--- src/rtl/spi_mmio_bridge.sv ---
// SPI mode-0 slave (MSB first) that turns command/data frames into single-cycle
// register-bus strobes; SPI pins are oversampled in the clk domain.
module spi_mmio_bridge #(
   parameter int unsigned SYNC_STAGES = 2,
   parameter bit          AUTO_INC    = 1'b1
) (
   input  logic       clk_i,
   input  logic       rst_ni,
   input  logic       spi_sclk_i,
   input  logic       spi_cs_ni,
   input  logic       spi_mosi_i,
   output logic       spi_miso_o,
   output logic       spi_miso_oe_o,
   output logic       bus_cs_o,
   output logic       bus_rd_o,
   output logic       bus_wr_o,
   output logic [7:0] bus_addr_o,
   output logic [7:0] bus_wdata_o,
   input  logic [7:0] bus_rdata_i,
   output logic       frame_active_o,
   output logic       err_abort_o
);

   localparam logic [2:0] ST_IDLE     = 3'd0;
   localparam logic [2:0] ST_CMD      = 3'd1;
   localparam logic [2:0] ST_WR_DATA  = 3'd2;
   localparam logic [2:0] ST_RD_FETCH = 3'd3;
   localparam logic [2:0] ST_RD_DATA  = 3'd4;

   logic [SYNC_STAGES-1:0] sclk_sync_q, cs_sync_q, mosi_sync_q;
   logic       sclk_prev_q, cs_prev_q;
   logic       sclk_s, cs_s, mosi_s;
   logic       sclk_rise_s, sclk_fall_s, cs_rise_s, cs_fall_s, byte_done_s;
   logic [7:0] rx_next_s;

   logic [2:0] state_q, state_d;
   logic [2:0] bit_cnt_q, bit_cnt_d;
   logic [7:0] rx_shift_q, rx_shift_d;
   logic [7:0] tx_shift_q, tx_shift_d;
   logic [6:0] addr_q, addr_d;
   logic       skip_fall_q, skip_fall_d;
   logic       bus_cs_q, bus_cs_d, bus_rd_q, bus_rd_d, bus_wr_q, bus_wr_d;
   logic [7:0] bus_addr_q, bus_addr_d, bus_wdata_q, bus_wdata_d;
   logic       frame_active_q, frame_active_d;
   logic       miso_q, miso_d, miso_oe_q, miso_oe_d;
   logic       err_abort_q, err_abort_d;

   function automatic logic [6:0] next_addr(input logic [6:0] a);
      logic [6:0] n;
      if (AUTO_INC && (a != 7'h7F)) begin
         n = a + 7'd1;
      end else begin
         n = a;
      end
      return n;
   endfunction

   // Synchronizers reset to 0 so a frame only opens on a clean cs_n falling edge.
   always_ff @(posedge clk_i or negedge rst_ni) begin
      if (!rst_ni) begin
         sclk_sync_q <= '0;
         cs_sync_q   <= '0;
         mosi_sync_q <= '0;
         sclk_prev_q <= 1'b0;
         cs_prev_q   <= 1'b0;
      end else begin
         sclk_sync_q <= {sclk_sync_q[SYNC_STAGES-2:0], spi_sclk_i};
         cs_sync_q   <= {cs_sync_q[SYNC_STAGES-2:0], spi_cs_ni};
         mosi_sync_q <= {mosi_sync_q[SYNC_STAGES-2:0], spi_mosi_i};
         sclk_prev_q <= sclk_s;
         cs_prev_q   <= cs_s;
      end
   end

   assign sclk_s      = sclk_sync_q[SYNC_STAGES-1];
   assign cs_s        = cs_sync_q[SYNC_STAGES-1];
   assign mosi_s      = mosi_sync_q[SYNC_STAGES-1];
   assign sclk_rise_s = sclk_s & ~sclk_prev_q;
   assign sclk_fall_s = ~sclk_s & sclk_prev_q;
   assign cs_rise_s   = cs_s & ~cs_prev_q;
   assign cs_fall_s   = ~cs_s & cs_prev_q;
   assign rx_next_s   = {rx_shift_q[6:0], mosi_s};
   assign byte_done_s = sclk_rise_s && (bit_cnt_q == 3'd7);

   // Frame FSM, shift registers and next values of the registered outputs.
   always_comb begin
      state_d        = state_q;
      bit_cnt_d      = bit_cnt_q;
      rx_shift_d     = rx_shift_q;
      tx_shift_d     = tx_shift_q;
      addr_d         = addr_q;
      skip_fall_d    = skip_fall_q;
      bus_cs_d       = 1'b0;
      bus_rd_d       = 1'b0;
      bus_wr_d       = 1'b0;
      bus_addr_d     = bus_addr_q;
      bus_wdata_d    = bus_wdata_q;
      frame_active_d = frame_active_q;
      miso_oe_d      = miso_oe_q;
      err_abort_d    = 1'b0;

      if (state_q == ST_IDLE) begin
         if (cs_fall_s) begin
            state_d        = ST_CMD;
            frame_active_d = 1'b1;
            miso_oe_d      = 1'b1;
            bit_cnt_d      = 3'd0;
            rx_shift_d     = 8'h00;
            tx_shift_d     = 8'h00;
            skip_fall_d    = 1'b0;
         end else begin
            state_d = ST_IDLE;
         end
      end else if (cs_rise_s) begin
         // A partial byte is dropped without any bus strobe.
         state_d        = ST_IDLE;
         frame_active_d = 1'b0;
         miso_oe_d      = 1'b0;
         err_abort_d    = (bit_cnt_q != 3'd0);
         bit_cnt_d      = 3'd0;
         rx_shift_d     = 8'h00;
         skip_fall_d    = 1'b0;
      end else begin
         if (sclk_rise_s) begin
            rx_shift_d = rx_next_s;
            bit_cnt_d  = bit_cnt_q + 3'd1;
         end else begin
            rx_shift_d = rx_shift_q;
         end
         // The fall right after a completed byte keeps the freshly fetched MSB on MISO.
         if (sclk_fall_s) begin
            skip_fall_d = 1'b0;
            if ((state_q == ST_RD_DATA) && !skip_fall_q) begin
               tx_shift_d = {tx_shift_q[6:0], 1'b0};
            end else begin
               tx_shift_d = tx_shift_q;
            end
         end else begin
            skip_fall_d = skip_fall_q;
         end
         if (byte_done_s) begin
            skip_fall_d = 1'b1;
         end else begin
            skip_fall_d = skip_fall_d;
         end

         case (state_q)
            ST_CMD: begin
               if (byte_done_s) begin
                  addr_d = rx_next_s[6:0];
                  if (rx_next_s[7]) begin
                     state_d    = ST_RD_FETCH;
                     bus_cs_d   = 1'b1;
                     bus_rd_d   = 1'b1;
                     bus_addr_d = {1'b0, rx_next_s[6:0]};
                  end else begin
                     state_d = ST_WR_DATA;
                  end
               end else begin
                  state_d = ST_CMD;
               end
            end
            ST_WR_DATA: begin
               if (byte_done_s) begin
                  bus_cs_d    = 1'b1;
                  bus_wr_d    = 1'b1;
                  bus_addr_d  = {1'b0, addr_q};
                  bus_wdata_d = rx_next_s;
                  addr_d      = next_addr(addr_q);
               end else begin
                  addr_d = addr_q;
               end
            end
            ST_RD_FETCH: begin
               tx_shift_d = bus_rdata_i;
               addr_d     = next_addr(addr_q);
               state_d    = ST_RD_DATA;
            end
            ST_RD_DATA: begin
               if (byte_done_s) begin
                  state_d    = ST_RD_FETCH;
                  bus_cs_d   = 1'b1;
                  bus_rd_d   = 1'b1;
                  bus_addr_d = {1'b0, addr_q};
               end else begin
                  state_d = ST_RD_DATA;
               end
            end
            default: begin
               state_d = ST_IDLE;
            end
         endcase
      end

      if ((state_d == ST_RD_FETCH) || (state_d == ST_RD_DATA)) begin
         miso_d = tx_shift_d[7];
      end else begin
         miso_d = 1'b0;
      end
   end

   // State and output registers.
   always_ff @(posedge clk_i or negedge rst_ni) begin
      if (!rst_ni) begin
         state_q        <= ST_IDLE;
         bit_cnt_q      <= 3'd0;
         rx_shift_q     <= 8'h00;
         tx_shift_q     <= 8'h00;
         addr_q         <= 7'h00;
         skip_fall_q    <= 1'b0;
         bus_cs_q       <= 1'b0;
         bus_rd_q       <= 1'b0;
         bus_wr_q       <= 1'b0;
         bus_addr_q     <= 8'h00;
         bus_wdata_q    <= 8'h00;
         frame_active_q <= 1'b0;
         miso_q         <= 1'b0;
         miso_oe_q      <= 1'b0;
         err_abort_q    <= 1'b0;
      end else begin
         state_q        <= state_d;
         bit_cnt_q      <= bit_cnt_d;
         rx_shift_q     <= rx_shift_d;
         tx_shift_q     <= tx_shift_d;
         addr_q         <= addr_d;
         skip_fall_q    <= skip_fall_d;
         bus_cs_q       <= bus_cs_d;
         bus_rd_q       <= bus_rd_d;
         bus_wr_q       <= bus_wr_d;
         bus_addr_q     <= bus_addr_d;
         bus_wdata_q    <= bus_wdata_d;
         frame_active_q <= frame_active_d;
         miso_q         <= miso_d;
         miso_oe_q      <= miso_oe_d;
         err_abort_q    <= err_abort_d;
      end
   end

   assign spi_miso_o     = miso_q;
   assign spi_miso_oe_o  = miso_oe_q;
   assign bus_cs_o       = bus_cs_q;
   assign bus_rd_o       = bus_rd_q;
   assign bus_wr_o       = bus_wr_q;
   assign bus_addr_o     = bus_addr_q;
   assign bus_wdata_o    = bus_wdata_q;
   assign frame_active_o = frame_active_q;
   assign err_abort_o    = err_abort_q;

endmodule
--- config.mk ---
export PLATFORM = sky130hd
export DESIGN_NAME = spi_mmio_bridge
export DESIGN_NICKNAME = d
export VERILOG_FILES = /design/src/rtl/spi_mmio_bridge.sv
export SDC_FILE = /design/constraint.sdc
export NUM_CORES = 1
export LEC_CHECK = 0
export CAP_MARGIN = 20
export CORE_MARGIN = 3
export CORE_UTILIZATION = 35
export CTS_CLUSTER_DIAMETER = 80
export DETAILED_ROUTE_END_ITERATION = 12
export HOLD_SLACK_MARGIN = 0.06
export PLACE_DENSITY_LB_ADDON = 0.1
export SETUP_SLACK_MARGIN = 0.15
export SLEW_MARGIN = 20
export SYNTH_ARGS = -nofsm -noshare
export SYNTH_HDL_FRONTEND = slang
export SYNTH_SLANG_ARGS = --single-unit
--- constraint.sdc ---
create_clock -name clk_i -period 2.99 [get_ports clk_i]
set_input_delay 0.598 -clock clk_i [delete_from_list [all_inputs] [get_ports clk_i]]
set_output_delay 0.598 -clock clk_i [all_outputs]
set_load 0.02 [all_outputs]
==> results.txt, run 1 <==
Final nets = 316
Share of layout cells above drive strength 1 = 0.171
Synth warn = 0
Die Wd = 96.6 um
Dpl hpwl = 4.33 mm
Register area share after synthesis = 0.505
Post-route met1 wirelength = 3.30 mm
RSZ-0062 raised after global routing = no
Met3 wire len = 219 um
Post-Syn Area = 2870 um2
Die area = 9330 um2
Worst Path Max Fanout = 21
Setup ws final = 747 ps
Worst vdd rail ir drop = 0.323 mV
GRT Total Usage = 0.149
Clk root buf = clkbuf_8
Met2 wire length = 2.68 mm
Crit path DAT = 2440 ps
Total wire length = 6.28 mm
Power Dens Cells = 520 nW/um2
Number of enable flip-flop cells after synthesis = 0
Max frequency = 446 MHz
Placer Congestion = 0.799
Worst Hold Class = in -> async
CTS tree = built
Post-synthesis cell type count = 55
Max cap viols = 0
Final setup vio count = 0
Reg2reg setup slack = 750 ps
# clock sinks = 58
Share of synthesized registers carrying an async set or reset = 1.00
CORE AREA = 7850 um2
Port Buffer Count = 34
Fin crit period = 2240 ps
Diode count = 0
Dominant synthesized flop cell = dfrtp_1
Critical path type = reg -> reg
Post-CTS sizing = 0
Mapped Cells = 267
CP required = 3190 ps
Period utilization = 0.750
Routed length per instance = 15.5 um
Status = finished, final reports clean
Final Skew = 5.36 ps
Hold-fix buffers, CTS = 0
Drt first pass iters = 4
Slew Viols, Final = 0
CTS max path bufs = 2
Slew HR = 0.614
Commonest cells after routing, fill and taps aside = 58 x dfrtp_1, 33 x clkdlybuf4s50_1, 21 x o21ai_0
Clk_lat worst skew = 330 ps
IO Pins = 36
Clk pin slew, worst setup/hold paths = 70 ps
Hold Fails Final Rpt = 0
Largest net degree at the start of global routing = 36
Grt ovf = 0
Critical Path Sink Type = register
H-tree level count = 3
Num CTS Buffers = 9
Top routing layer in use = met4
Slew at the pin closest to its max-slew limit = 579 ps
Commonest non-fill, non-tap cell in the layout = dfrtp_1
Routed vias = 2069
DRC violation total after the first TritonRoute iteration = 89
Syn avg cell area = 10.8 um2
Syn-to-layout area delta = 19.6%
Vias/cell = 5.10
Starting Density = 0.366
Postcts setup bufs = 0
Routed Antenna Nets = 0
Setup WS pre-CTS = 768 ps
Antenna violations before repair = 0
Syn_nets = 284
Num rows = 32
Vias in the first global route = 2074
Die span in y = 96.6 um
DR DRC count = 0
Register bit total from synthesis = 58
Leak = 1.51 nW
CP Launch Type = register
First-pass GRT wire length = 10.5 mm
Setup TNS = 0 ps
==> final cells by class <==
class / count / area (um2)
Clock buffer: 11 / 141
Clock inverter: 5 / 30.0
Fill cell: 794 / 4410
Inverter: 16 / 60.1
Multi-Input combinational cell: 176 / 1260
Sequential cell: 58 / 1450
Tap cell: 102 / 128
Timing Repair Buffer: 38 / 365
==> power breakdown <==
group          switching, mW  internal (mW)
clock network          0.315          0.319
registers             0.0661          0.841
logic                  0.140          0.108
==> sequential cells by signal, indices dropped and copies added (netlist names), 2 cells and up <==
register	count
bit_cnt_q	3
addr_q	7
bus_wdata_o	8
tx_shift_q	8
state_q	3
sclk_sync_q	2
bus_addr_o	7
mosi_sync_q	2
cs_sync_q	2
rx_shift_q	7
==> through the flow <==
stage	instances	hold slack (ps)	total power [mW]	cell area (um2)	util
finish	406	249	1.79	3440	0.438
global route	406	276	1.89	3440	0.438
CTS	406	255	1.81	3440	0.438
detailed placement	390	336	1.17	3260	0.416
global placement	390	332	1.17	3260	0.416
floorplan	267	302	1.08	2870	-
==> synth_stat cells, types with 2 or more instances <==
library cell	instances	share of area
nor3_1	3	0.0052
o21a_1	2	0.0052
o21ai_0	21	0.037
mux2i_1	10	0.035
and3b_1	2	0.0061
mux2_2	19	0.074
mux2_1	3	0.012
a21oi_1	12	0.021
o22ai_1	2	0.0044
ha_1	4	0.017
nor2b_1	2	0.0044
or4_1	2	0.0052
inv_1	16	0.021
a21oi_2	2	0.0061
nand2_1	20	0.026
a41oi_1	3	0.0091
buf_4	2	0.0052
buf_2	6	0.010
a31oi_1	3	0.0065
nor3_2	2	0.0070
nand4_1	3	0.0065
nor3b_1	4	0.010
or3_1	3	0.0065
nor2_1	13	0.017
nand3b_1	4	0.010
clkbuf_1	6	0.0078
nand2b_1	4	0.0087
buf_6	3	0.012
a22oi_1	6	0.016
nand3_1	2	0.0035
o21ai_1	2	0.0035
dfrtp_1	58	0.51
==> worst paths after layout <==
check,from,endpoint,cells after the start
setup reg to reg,state_q[2]$_DFF_PN0_,tx_shift_q[4]$_DFFE_PN0P_,4
min in group clk_i,cs_sync_q[0]$_DFF_PN0_,cs_sync_q[1]$_DFF_PN0_,0
max in group asynchronous,rst_ni,skip_fall_q$_DFFE_PN0P_,2
setup / recovery,state_q[2]$_DFF_PN0_,tx_shift_q[4]$_DFFE_PN0P_,4
hold / removal,rst_ni,tx_shift_q[3]$_DFFE_PN0P_,2
hold reg to reg,cs_sync_q[0]$_DFF_PN0_,cs_sync_q[1]$_DFF_PN0_,0
==> worst max-delay path, cell delays in order (launching register included) <==
cell,delay (ps)
dfrtp_1,700
nor3b_1,560
a21oi_1,330
a21oi_2,380
o21ai_0,150
==> metal layers <==
| metal | vias up | GRT usage |
|---|---|---|
| li1 | 1020 | - |
| met1 | 1007 | 0.222 |
| met2 | 36 | 0.210 |
| met3 | 6 | 0.0364 |
| met4 | 0 | 0.0491 |
| met5 | - | 0 |
==> kinds of logic (layout without fill, tap and decap cells) <==
| logic type | count (synthesis) | in the layout | share of synthesized area |
|---|---|---|---|
| AND/OR/NAND/NOR | 72 | 72 | 0.144 |
| AO/OA/AOI/OAI | 65 | 65 | 0.148 |
| XOR/XNOR | 1 | 1 | 0.00305 |
| other | 1 | 1 | 0.00131 |
| adder cells (fa/ha/maj) | 5 | 5 | 0.0209 |
| multiplexers | 32 | 32 | 0.121 |
| buffers and inverters | 33 | 70 | 0.0562 |
| flip-flops | 58 | 58 | 0.505 |
Note: power is estimated with default switching activity, not from simulation.
==> inputs of run 2 (changes only) <==
- clock period: 2.99 -> 2.3 ns (I/O delays scaled with it)
==> run 2 against run 1 <==
Net effect:
- global-route usage shrank 0.12 points
- final cell count up 1.2%
- critical endpoint is now addr_q[5]$_DFFE_PN0P_
- critical path depth increased by 2
- non-clock buffer count grew 5
- worst hold slack got worse by 150 ps
- total power increased by 30%
- fmax grew 8.0%
- register-to-register slack worse by 520 ps
- wire length is 3.0% lower
- critical path type unchanged
- count of clock-buffer cells in the layout is the same
- worst setup slack got worse by 520 ps
- sequential share of layout area decreased by 0.59 points
==> results.txt, run 2 (synthesized netlist as in run 1, its figures left out) <==
Status = finished, final reports clean
Clk root buf = clkbuf_8
Final Skew = 12.4 ps (+7.08 ps)
Hold Fails Final Rpt = 0 (unchanged)
Max frequency = 482 MHz (+8.0%)
Die area = 9330 um2 (unchanged)
Commonest non-fill, non-tap cell in the layout = dfrtp_1
Diode count = 0 (unchanged)
Setup TNS = 0 ps (unchanged)
Hold slack = 103 ps (-146 ps)
Reg2reg setup slack = 220 ps (-520 ps)
Worst Path Buf+Inv = 0 (unchanged)
DR DRC count = 0 (unchanged)
Largest net degree at the start of global routing = 37 (+2.8%)
Critical Path Sink Type = register
Commonest cells after routing, fill and taps aside = 57 x dfrtp_1, 33 x clkdlybuf4s50_1, 21 x o21ai_0
Placer Congestion = 0.859 (+7.5%)
Slew HR = 0.640 (+0.0263)
Hold-fix buffers, CTS = 0 (unchanged)
Starting Density = 0.366 (unchanged)
Routed Antenna Nets = 0 (unchanged)
Vias in the first global route = 2098 (+1.2%)
Fin crit period = 2080 ps (-167 ps)
CTS tree = built
Routed length per instance = 14.8 um (-4.2%)
Routed vias = 2090 (+1.0%)
Grt ovf = 0 (unchanged)
Worst vdd rail ir drop = 0.406 mV (+25%)
Final nets = 321 (+1.6%)
Final setup vio count = 0 (unchanged)
H-tree level count = 3 (unchanged)
Max stage delay on crit path = 470 ps (-230 ps)
Share of layout cells above drive strength 1 = 0.188 (+0.0166)
Final Core Density = 0.444 (+0.00654)
Port Buffer Count = 34 (unchanged)
IO Pins = 36 (unchanged)
CORE AREA = 7850 um2 (unchanged)
Slowest library cell on the worst path = or3_1
Worst Path Max Fanout = 7 (-67%)
Dpl hpwl = 4.32 mm (-0.29%)
Slew at the pin closest to its max-slew limit = 539 ps (-39.4 ps)
Vias/cell = 5.09 (-0.21%)
Critical path type = reg -> reg
Die span in y = 96.6 um (unchanged)
RSZ-0062 raised after global routing = no
Leak = 1.54 nW (+1.9%)
Syn-to-layout area delta = 21.4%
Clk pin slew, worst setup/hold paths = 70 ps (about the same)
Period utilization = 0.903 (+0.153)
Antenna violations before repair = 0 (unchanged)
Postcts setup bufs = 0 (unchanged)
Num CTS Buffers = 9 (unchanged)
CP Launch Type = register
Power Dens Cells = 667 nW/um2 (+28%)
Most frequent CP cell = ha_1
DRC violation total after the first TritonRoute iteration = 158 (+78%)
Drt first pass iters = 4 (unchanged)
Clk_lat worst skew = 330 ps (about the same)
Non-Filler Instances = 411 (+1.2%)
Worst Hold Class = in -> async
Worst r2r path cells = 6 (+2)
RR Endpoint = addr_q[5]$_DFFE_PN0P_
First-pass GRT wire length = 10.4 mm (-0.93%)
# clock sinks = 58 (unchanged)
Die Wd = 96.6 um (unchanged)
CP top delay family = simple AND/OR/NAND/NOR gates
Critical-path cell list = ha_1 > ha_1 > and3b_1 > or3_1 > and3_4 > a211oi_2
Max cap viols = 0 (unchanged)
Tot Pwr = 2.33 mW (+30%)
Crit path DAT = 2320 ps (-120 ps)
Cells after DPL = 395 (+1.3%)
Num rows = 32 (unchanged)
Total wire length = 6.09 mm (-3.0%)
Slew Viols, Final = 0 (unchanged)
Worst reg2reg path startpoint = bit_cnt_q[0]$_DFFE_PN0P_
GRT Total Usage = 0.148 (-0.00117)
CP required = 2550 ps (-640 ps)
CTS max path bufs = 2 (unchanged)
[run 2: area by class of cell]
cell class / count / area (um2)
sequential: 58 / 1450
clock inverter: 5 / 30.0
inverter: 16 / 60.1
multi-input combinational: 176 / 1260
fill: 772 / 4360
timing repair buffer: 43 / 415
clock buffer: 11 / 141
tap: 102 / 128
[run 2: worst max-delay path by stage]
stage	start	to	slack, ps	cells past startpoint
floorplan	bit_cnt_q[0]$_DFFE_PN0P_	addr_q[5]$_DFFE_PN0P_	200	9
global placement	bit_cnt_q[0]$_DFFE_PN0P_	addr_q[5]$_DFFE_PN0P_	310	6
detailed placement	bit_cnt_q[0]$_DFFE_PN0P_	addr_q[5]$_DFFE_PN0P_	230	6
CTS	bit_cnt_q[0]$_DFFE_PN0P_	addr_q[5]$_DFFE_PN0P_	220	6
global route	bit_cnt_q[0]$_DFFE_PN0P_	addr_q[5]$_DFFE_PN0P_	160	6
finish	bit_cnt_q[0]$_DFFE_PN0P_	addr_q[5]$_DFFE_PN0P_	220	6
[run 2: timing repair]
item,CTS,global route
resized for setup,0,1
endpoints found under the setup margin,0,6
hold endpoints to repair,0,0
[run 2: power by group]
group / total (mW) / switching (mW) / internal, mW
combinational: 0.327 / 0.180 / 0.146
clock: 0.819 / 0.405 / 0.414
sequential: 1.18 / 0.0881 / 1.09
total: 2.33 / 0.673 / 1.65
[run 2: worst reg2reg max path, cell delays in order, from the launching register on]
cell      delay (ps)
dfrtp_1          410
ha_1             210
ha_1             180
and3b_1          260
or3_1            480
and3_4           260
a211oi_2         200
[run 2: per-layer routing]
metal	wire length, um	vias to the layer above	GRT usage	share of wire
li1	-	1021	-	-
met3	315	5	0.0411	0.052
met2	2590	56	0.203	0.43
met4	74	0	0.0689	0.012
met5	0	-	0	0
met1	3110	1008	0.213	0.51
[run 2: metrics by stage]
step	setup WS, ps	cell area (um2)
6_report	224	3490
5_1_grt	156	3490
4_1_cts	222	3490
3_5_place_dp	229	3310
3_3_place_gp	314	3310
2_1_floorplan	197	2870
==> inputs of run 3 (changes only) <==
- GPL_ROUTABILITY_DRIVEN: not set -> 0
- clock period: 2.3 -> 1.68 ns (I/O delays scaled with it)
==> run 3 against run 2 <==
Net effect:
- clock skew shrank 2.0 ps
- largest power group unchanged
- combinational power grew 120%
- first-iteration DRC count shrank 47%
- sequential power grew 34%
- highest routed layer unchanged
- final cell count grew 13%
- the flow now finishes with violations (negative setup slack)
- wire length grew 14%
- largest cell class is now multi-input gates
- utilization grew 10 points
- global-route usage grew 1.6 points
==> results.txt, run 3 (synthesized netlist as in run 1, its figures left out) <==
Status = finished, violations left
Failing checks = negative setup slack
Setup WS pre-CTS = -229 ps (-458 ps)
Antenna violations before repair = 0 (unchanged)
Slew Viols, Final = 0 (unchanged)
Syn-to-layout area delta = 49.3%
Power Dens Cells = 844 nW/um2 (+26%)
CORE AREA = 7850 um2 (unchanged)
Max frequency = 554 MHz (+15%)
Vias/cell = 4.92 (-3.2%)
Drt first pass iters = 4 (unchanged)
Num rows = 32 (unchanged)
Worst Path Buf+Inv = 2 (+2)
Die span in y = 96.6 um (unchanged)
CTS tree = built
Diode count = 0 (unchanged)
DR DRC count = 0 (unchanged)
CTS max path bufs = 2 (unchanged)
Starting Density = 0.366 (unchanged)
Setup ws final = -125 ps (-349 ps)
Tot Pwr = 3.62 mW (+56%)
Fin crit period = 1810 ps (-271 ps)
Final cell area excluding filler cells = 4290 um2 (+23%)
Final setup vio count = 22 (+22)
Routed length per instance = 14.9 um (+0.85%)
CP top delay family = flip-flops
Post-DP Area = 3680 um2 (+11%)
Share of layout cells above drive strength 1 = 0.401 (+0.213)
Commonest cells after routing, fill and taps aside = 56 x dfrtp_1, 47 x buf_4, 22 x dlygate4sd2_1
H-tree level count = 3 (unchanged)
Crit path DAT = 2020 ps (-300 ps)
Commonest non-fill, non-tap cell in the layout = dfrtp_1
Max stage delay on crit path = 380 ps (-90 ps)
Critical Path Sink Type = register
Cells after DPL = 435 (+10%)
Final Skew = 10.5 ps (-1.95 ps)
Critical path type = reg -> reg
# clock sinks = 58 (unchanged)
DRC violation total after the first TritonRoute iteration = 83 (-47%)
Clk root buf = clkbuf_8
Non-Filler Instances = 466 (+13%)
First-pass GRT wire length = 11.3 mm (+9.2%)
Leak = 2.01 nW (+30%)
Setup TNS = -1450 ps (-1450 ps)
Worst vdd rail ir drop = 0.350 mV (-14%)
Worst Path Max Fanout = 5 (-2)
Num CTS Buffers = 9 (unchanged)
Critical-path cell list = ha_2 > ha_4 > and3b_2 > buf_4 > buf_8 > nand4_4 > mux2_4
Max cap viols = 0 (unchanged)
RSZ-0062 raised after global routing = yes
Worst Hold Class = reg -> reg
CP required = 1900 ps (-650 ps)
Clk_lat worst skew = 340 ps (about the same)
Final nets = 376 (+17%)
Largest net degree at the start of global routing = 59 (+59%)
Dpl hpwl = 4.57 mm (+5.7%)
Port Buffer Count = 34 (unchanged)
Slowest library cell on the worst path = dfrtp_1
Hold Fails Final Rpt = 0 (unchanged)
Routed Antenna Nets = 0 (unchanged)
GRT Total Usage = 0.163 (+0.0158)
Clk pin slew, worst setup/hold paths = 60 ps (about the same)
Die area = 9330 um2 (unchanged)
IO Pins = 36 (unchanged)
Reg2reg setup slack = -130 ps (-350 ps)
Total wire length = 6.97 mm (+14%)
Die Wd = 96.6 um (unchanged)
Vias in the first global route = 2266 (+8.0%)
Period utilization = 1.07 (+0.172)
Routed vias = 2295 (+9.8%)
CP Launch Type = register
Grt ovf = 0 (unchanged)
[run 3: path summary, 6_finish.rpt]
kind                                     startpoint                    endpoint  cells after the start
max in group asynchronous                    rst_ni        state_q[0]$_DFF_PN0_                      3
min in group asynchronous                    rst_ni   spi_miso_oe_o$_DFFE_PN0P_                      3
min reg2reg                  cs_sync_q[0]$_DFF_PN0_      cs_sync_q[1]$_DFF_PN0_                      0
min                          cs_sync_q[0]$_DFF_PN0_      cs_sync_q[1]$_DFF_PN0_                      0
max                        bit_cnt_q[1]$_DFFE_PN0P_  bus_wdata_o[7]$_DFFE_PN0P_                      7
max reg2reg                bit_cnt_q[1]$_DFFE_PN0P_  bus_wdata_o[7]$_DFFE_PN0P_                      7
[run 3: what timing repair did]
item | 4_1_cts | 5_1_grt
buffers inserted | 6 | 7
resized for setup | 61 | 37
setup endpoints to repair | 67 | 46
hold buffers | 1 | 0
cloned | 1 | 0
hold endpoints to repair | 58 | 0
pin swaps | 16 | 17
[run 3: power breakdown]
part | internal [mW] | leakage [nW] | switching [mW] | total (mW)
registers | 1.50 | 0.769 | 0.0780 | 1.58
clock network | 0.757 | 0.105 | 0.555 | 1.31
logic | 0.378 | 1.14 | 0.355 | 0.733
[run 3: through the flow]
step | hold WS (ps) | utilization
after floorplan | 40.4 | -
after global placement | 332 | 0.469
after detailed placement | 336 | 0.469
after CTS | 350 | 0.519
after global routing | 355 | 0.547
final | 348 | 0.547
[run 3: worst reg2reg max path, cell delays in order (launching register included)]
cell and delay (ps):
dfrtp_1 380, ha_2 200, ha_4 160, and3b_2 240, buf_4 150, buf_8 130, nand4_4 120, mux2_4 320
[run 3: metal layers]
metal,vias to the layer above,track usage,share of wire
li1,1135,-,-
met1,1099,0.243,0.50
met2,48,0.222,0.44
met3,13,0.0325,0.038
met4,0,0.0841,0.024
met5,-,0,0
[run 3: layout make-up]
| class | count | area, um2 |
|---|---|---|
| fillers | 724 | 3560 |
| multi-input cells | 177 | 1570 |
| flip-flops and latches | 58 | 1450 |
| repair buffers | 97 | 870 |
| clock buffers | 11 | 151 |
| well taps | 102 | 128 |
| inverters | 16 | 63.8 |
| clock inverters | 5 | 52.6 |
